## config.mk

```make
export PLATFORM = sky130hd
export DESIGN_NAME = kogg_stone_sub_pipe
export DESIGN_NICKNAME = d
export VERILOG_FILES = /design/src/rtl/ks_pkg.sv /design/src/rtl/ks_prefix_level.sv /design/src/rtl/kogg_stone_sub_pipe.sv
export SDC_FILE = /design/constraint.sdc
export NUM_CORES = 1
export LEC_CHECK = 0
export ABC_AREA = 1
export CORE_AREA = 2 2 148 294
export DETAILED_ROUTE_END_ITERATION = 8
export DIE_AREA = 0 0 150 296
export PLACE_DENSITY_LB_ADDON = 0.2
export SLEW_MARGIN = 15
export SYNTH_ARGS = -nofsm -noshare
export SYNTH_HDL_FRONTEND = slang
export SYNTH_SLANG_ARGS = --single-unit
```

## constraint.sdc

```tcl
create_clock -name clk -period 7.8 [get_ports clk]
set_input_delay 0.78 -clock clk [delete_from_list [all_inputs] [get_ports clk]]
set_output_delay 0.78 -clock clk [all_outputs]
set_load 0.005 [all_outputs]
```

## src/rtl/ks_pkg.sv

```systemverilog
// Shared Kogge-Stone types and helpers, reused by the prefix adders and subtractors.
package ks_pkg;

  typedef struct packed {
    logic g;
    logic p;
  } gp_t;

  // Number of radix-2 prefix levels for a power-of-two width.
  function automatic int unsigned ks_levels(input int unsigned width);
    return 32'($clog2(width));
  endfunction

  // Prefix operator: the higher group absorbs the lower one.
  function automatic gp_t gp_combine(input gp_t hi, input gp_t lo);
    gp_t r;
    r.g = hi.g | (hi.p & lo.g);
    r.p = hi.p & lo.p;
    return r;
  endfunction

endpackage

```

## src/rtl/ks_prefix_level.sv

```systemverilog
// One combinational Kogge-Stone level: combine each position with the one SPAN below it.
module ks_prefix_level
  import ks_pkg::*;
#(
  parameter int unsigned WIDTH = 64,
  parameter int unsigned SPAN  = 1
) (
  input  gp_t [WIDTH-1:0] gp_in,
  output gp_t [WIDTH-1:0] gp_out
);

  for (genvar i = 0; i < int'(WIDTH); i++) begin : g_bit
    if (i >= int'(SPAN)) begin : g_comb
      assign gp_out[i] = gp_combine(gp_in[i], gp_in[i-int'(SPAN)]);
    end else begin : g_buf
      assign gp_out[i] = gp_in[i];
    end
  end

endmodule

```

## src/rtl/kogg_stone_sub_pipe.sv

```systemverilog
// Three-stage pipelined Kogge-Stone subtractor d = a + ~b + 1 with valid/ready handshake.
// Optional KS_SUB_SAT_EN: unsigned saturation to zero on borrow.
module kogg_stone_sub_pipe
  import ks_pkg::*;
#(
  parameter int unsigned WIDTH = 64,
  parameter int unsigned SPLIT = 3
) (
  input  logic             clk,
  input  logic             reset,
  input  logic             in_valid,
  output logic             in_ready,
  input  logic [WIDTH-1:0] a,
  input  logic [WIDTH-1:0] b,
  output logic             out_valid,
  input  logic             out_ready,
  output logic [WIDTH-1:0] d,
  output logic             borrow,
  output logic             ovf,
  output logic             zero
);

  localparam int unsigned LEVELS = ks_levels(WIDTH);
  localparam int unsigned POST   = LEVELS - SPLIT;

  logic en;
  assign en       = !out_valid || out_ready;
  assign in_ready = en;

  // Carry-in of 1 is folded into bit 0: with cin=1 the bit-0 carry is just its propagate.
  logic [WIDTH-1:0] nb;
  gp_t  [WIDTH-1:0] gp_in;
  assign nb = ~b;

  always_comb begin
    for (int i = 0; i < int'(WIDTH); i++) begin
      gp_in[i].g = a[i] & nb[i];
      gp_in[i].p = a[i] | nb[i];
    end
    gp_in[0].g = a[0] | nb[0];
  end

  // Stage S0: operand capture.
  logic             v0, msb0;
  logic [WIDTH-1:0] h0;
  gp_t  [WIDTH-1:0] gp0;

  always_ff @(posedge clk) begin
    if (!reset) v0 <= 1'b0;
    else if (en) v0 <= in_valid;
  end

  always_ff @(posedge clk) begin
    if (en) begin
      h0   <= a ^ nb;
      gp0  <= gp_in;
      msb0 <= a[WIDTH-1];
    end
  end

  // Prefix levels ahead of the mid-pipe register.
  gp_t [WIDTH-1:0] pre [SPLIT+1];
  assign pre[0] = gp0;

  for (genvar l = 0; l < int'(SPLIT); l++) begin : g_pre
    ks_prefix_level #(.WIDTH(WIDTH), .SPAN(32'(1) << l)) u_lvl (
      .gp_in (pre[l]),
      .gp_out(pre[l+1])
    );
  end

  // Stage S1: partial prefix register.
  logic             v1, msb1;
  logic [WIDTH-1:0] h1;
  gp_t  [WIDTH-1:0] gp1;

  always_ff @(posedge clk) begin
    if (!reset) v1 <= 1'b0;
    else if (en) v1 <= v0;
  end

  always_ff @(posedge clk) begin
    if (en) begin
      h1   <= h0;
      gp1  <= pre[SPLIT];
      msb1 <= msb0;
    end
  end

  // Prefix levels after the mid-pipe register.
  gp_t [WIDTH-1:0] post [POST+1];
  assign post[0] = gp1;

  for (genvar l = 0; l < int'(POST); l++) begin : g_post
    ks_prefix_level #(.WIDTH(WIDTH), .SPAN(32'(1) << (l + int'(SPLIT)))) u_lvl (
      .gp_in (post[l]),
      .gp_out(post[l+1])
    );
  end

  logic [WIDTH-1:0] carry, d_raw, d_next;
  logic             borrow_raw, ovf_raw, zero_next;

  always_comb begin
    for (int i = 0; i < int'(WIDTH); i++) carry[i] = post[POST][i].g;
  end

  assign d_raw      = h1 ^ {carry[WIDTH-2:0], 1'b1};
  assign borrow_raw = ~carry[WIDTH-1];
  // h MSB is 0 exactly when the operand sign bits differ.
  assign ovf_raw    = !h1[WIDTH-1] && (d_raw[WIDTH-1] != msb1);

`ifdef KS_SUB_SAT_EN
  assign d_next    = borrow_raw ? '0 : d_raw;
  assign zero_next = borrow_raw || (d_raw == '0);
`else
  assign d_next    = d_raw;
  assign zero_next = (d_raw == '0);
`endif

  // Stage S2: result register.
  always_ff @(posedge clk) begin
    if (!reset) begin
      out_valid <= 1'b0;
      d         <= '0;
      borrow    <= 1'b0;
      ovf       <= 1'b0;
      zero      <= 1'b0;
    end else if (en) begin
      out_valid <= v1;
      d         <= d_next;
      borrow    <= borrow_raw;
      ovf       <= ovf_raw;
      zero      <= zero_next;
    end
  end

endmodule
```

==> impl_metrics.json <==
{
  "path_cells": "clkdlybuf4s50_1 > inv_1 > nand2_4 > clkdlybuf4s50_1",
  "swShare_pct": 25.5,
  "row_count": 107,
  "fin_crit_ns": 3.13,
  "synth_top_cells_by_area": "edfxtp_1, nand2_1, inv_1",
  "layout.nets": 2556,
  "slew_violations": 0,
  "synth_edf_count": 377,
  "r2r_end": "ovf",
  "critPathKind": "input pin to output pin",
  "drc_errors": 0,
  "setup_violations": 0,
  "worstSetupEndpoint": "in_ready",
  "p_per_area_nw_per_um2": 238,
  "first_pass_iters": 5,
  "cpMostUsedCell": "clkdlybuf4s50_1",
  "die_h_um": 296,
  "cts_resized": 0,
  "async_flop_share_pct": 0,
  "seqPwrFrac_pct": 52.0,
  "syn_inst": 2072,
  "antenna_left": 0,
  "path_max_fanout": 33,
  "p_switching_uw": 1510,
  "cts_hold_buf": 0,
  "antenna_found_initial": 0,
  "diodes": 0,
  "cp_slowest_cell": "clkdlybuf4s50_1",
  "status": "finished, final reports clean",
  "path_clk_slew_ns": 0.07,
  "dieArea_sq_um": 44400,
  "grt_setup_unrepaired": "false",
  "grt-ovfl-total": 0,
  "worstMarginPinSlew_ns": 1.09,
  "final.period_utilization_pct": 40.1,
  "cts_root_buffer": "clkbuf_16",
  "start_util_pct": 49.3,
  "worstSetupStartpoint": "out_ready",
  "die_x_um": 150,
  "clock_sinks": 447,
  "pwr-share-clk_pct": 34.0,
  "port_buffers": 200,
  "cp.required_ns": 7.02,
  "max_cap_viol_count": 0,
  "final_cell_mix": "nand2_1, inv_1, edfxtp_1",
  "startpoint_type": "input pin",
  "crit_cells": 4,
  "finalClockSkew_ns": 0.0133,
  "reg2reg_setup_slack_ns": 5.76,
  "final_hold_viol_count": 0,
  "post-cts-setup-buffers": 0,
  "wirelength_um": 48400,
  "yosys_most_used_dff": "edfxtp_1",
  "arrival_ns": 2.35,
  "cp_num_buf_inv": 3,
  "fmax_mhz": 320,
  "final_common_cell": "nand2_1",
  "grt_pass1_vias": 13680,
  "grt_pass1_wl_um": 73300,
  "core_area_sq_um": 42300,
  "hold_path_class": "flip-flop to flip-flop",
  "clk_path_buf_depth": 3,
  "setup_tns_ns": 0,
  "htreeDepth": 2,
  "p_total_uw": 5910,
  "viasPerCell": 4.92,
  "synth_top_area_share_pct": 54.3,
  "ys_seq_elements": 447,
  "slowest_delay_ns": 0.72,
  "routabilityCongestion": 0.921,
  "r2r_cells": 5,
  "grt_max_degree": 208,
  "ir_worst_vdd_v": 0.000136,
  "avgSynthCellArea_sq_um": 10.1,
  "yosysSeqAreaShare_pct": 61.1,
  "p_leak_uw": 0.0118,
  "syn-num-nets": 2331,
  "critical_path.top_delay_family": "buffers and inverters",
  "grt_usage_pct": 22.1,
  "yosysTopAreaCell": "edfxtp_1",
  "ys_warn_count": 0,
  "drive_gt1_share_pct": 4.21,
  "p_comb_share_pct": 14.0,
  "cts_tree": "built",
  "rr_startpoint": "out_valid",
  "cts_inserted_buffers": 39,
  "intPower_uw": 4400,
  "relSlewSlack_pct": 27.6,
  "place_hpwl_um": 37900,
  "syn_area_sq_um": 20800,
  "whs_path_depth": 0,
  "clock_latency_ns": 0.54,
  "drt_iter0_drc": 806,
  "synth.distinct_cells": 35,
  "wl_per_cell_um": 16.8,
  "vias": 14126,
  "syn_to_final_growth_pct": 19.1,
  "end_kind": "output pin",
  "io_pins": 201
}
-- power groups by stage --
| stage | Combinational [uW] | Sequential [uW] | Clock (uW) |
|---|---|---|---|
| finish | 826 | 3070 | 2010 |
| global route | 935 | 3100 | 2130 |
| CTS | 832 | 3080 | 2040 |
| detailed placement | 827 | 3120 | 0 |
| global placement | 810 | 3120 | 0 |
| floorplan | 464 | 3040 | 0 |
-- cell type report --
class	count	area, sq um
sequential	447	12700
clock buffer	46	1050
tap	545	682
timing repair buffer	205	2050
fill	3673	17500
clock inverter	25	273
inverter	464	1740
multi-input combinational	1140	6300
-- state kept, by name (all words and copies together) (netlist names) --
name	flops
borrow	1
d	64
gp0	127
gp1	120
h0	64
h1	64
msb0	1
msb1	1
out_valid	1
ovf	1
v0	1
v1	1
zero	1
-- worst min-delay path by stage --
stage                      start  slack (ns)  endpoint
after detailed placement  h0[10]        0.40    h1[10]
after CTS                 h0[52]        0.42    h1[52]
final                     h0[52]        0.41    h1[52]
after global placement    h0[52]        0.40    h1[52]
after global routing      h0[11]        0.42    h1[11]
after floorplan            h0[0]        0.40     h1[0]
-- synth_stat cells (3+ instances only) --
master	instances
nand2_1	520
inv_1	459
edfxtp_1	377
ha_1	127
a21oi_1	102
nor2_1	99
o21ai_0	81
dfxtp_1	70
nand3_1	52
o211ai_1	43
nand3b_1	21
clkbuf_1	15
nand2_2	15
o21bai_1	14
a21o_1	13
nand4_1	10
xnor2_1	8
nand2_4	6
o21a_1	5
buf_1	4
inv_2	4
a21oi_2	3
a31oi_1	3
nor3_1	3
xor2_1	3
-- per-layer routing --
metal | vias to the layer above | GRT usage, % | part of all wire, %
met1 | 6452 | 27.2 | 40
met3 | 95 | 2.77 | 5.4
met5 | - | 0 | 0
li1 | 7129 | - | -
met2 | 450 | 38.9 | 50
met4 | 0 | 9.09 | 4.3
-- through the flow --
step | std cells | utilization, % | setup WS (ns) | hold slack (ns) | cell area (sq um)
final | 2872 | 58.7 | 4.67 | 0.415 | 24800
after global routing | 2872 | 58.7 | 4.61 | 0.420 | 24800
after CTS | 2872 | 58.7 | 4.66 | 0.417 | 24800
after detailed placement | 2801 | 55.5 | 4.66 | 0.405 | 23500
after global placement | 2801 | 55.5 | 4.66 | 0.402 | 23500
after floorplan | 2072 | - | 1.27 | 0.400 | 20800
-- cells by family (layout without fill, tap and decap cells) --
group                      after synthesis  count (layout)  synth area share (%)
AOI/OAI and AO/OA                      271             271                  7.60
xor gates and xnor gates                11              11                 0.462
adders and majority gates              127             127                  7.63
buffers and inverters                  485             740                  8.75
DFF                                    447             447                  61.1
and+or+nand+nor                        731             731                  14.5
-- worst register-to-register path, cell delays in order, from the launching register on --
cell and delay, ns:
dfxtp_1 0.33, nand2_4 0.33, buf_4 0.84, nand3_1 0.18, o21bai_1 0.19, a21oi_1 0.11
(Power assumes the default switching activity.)
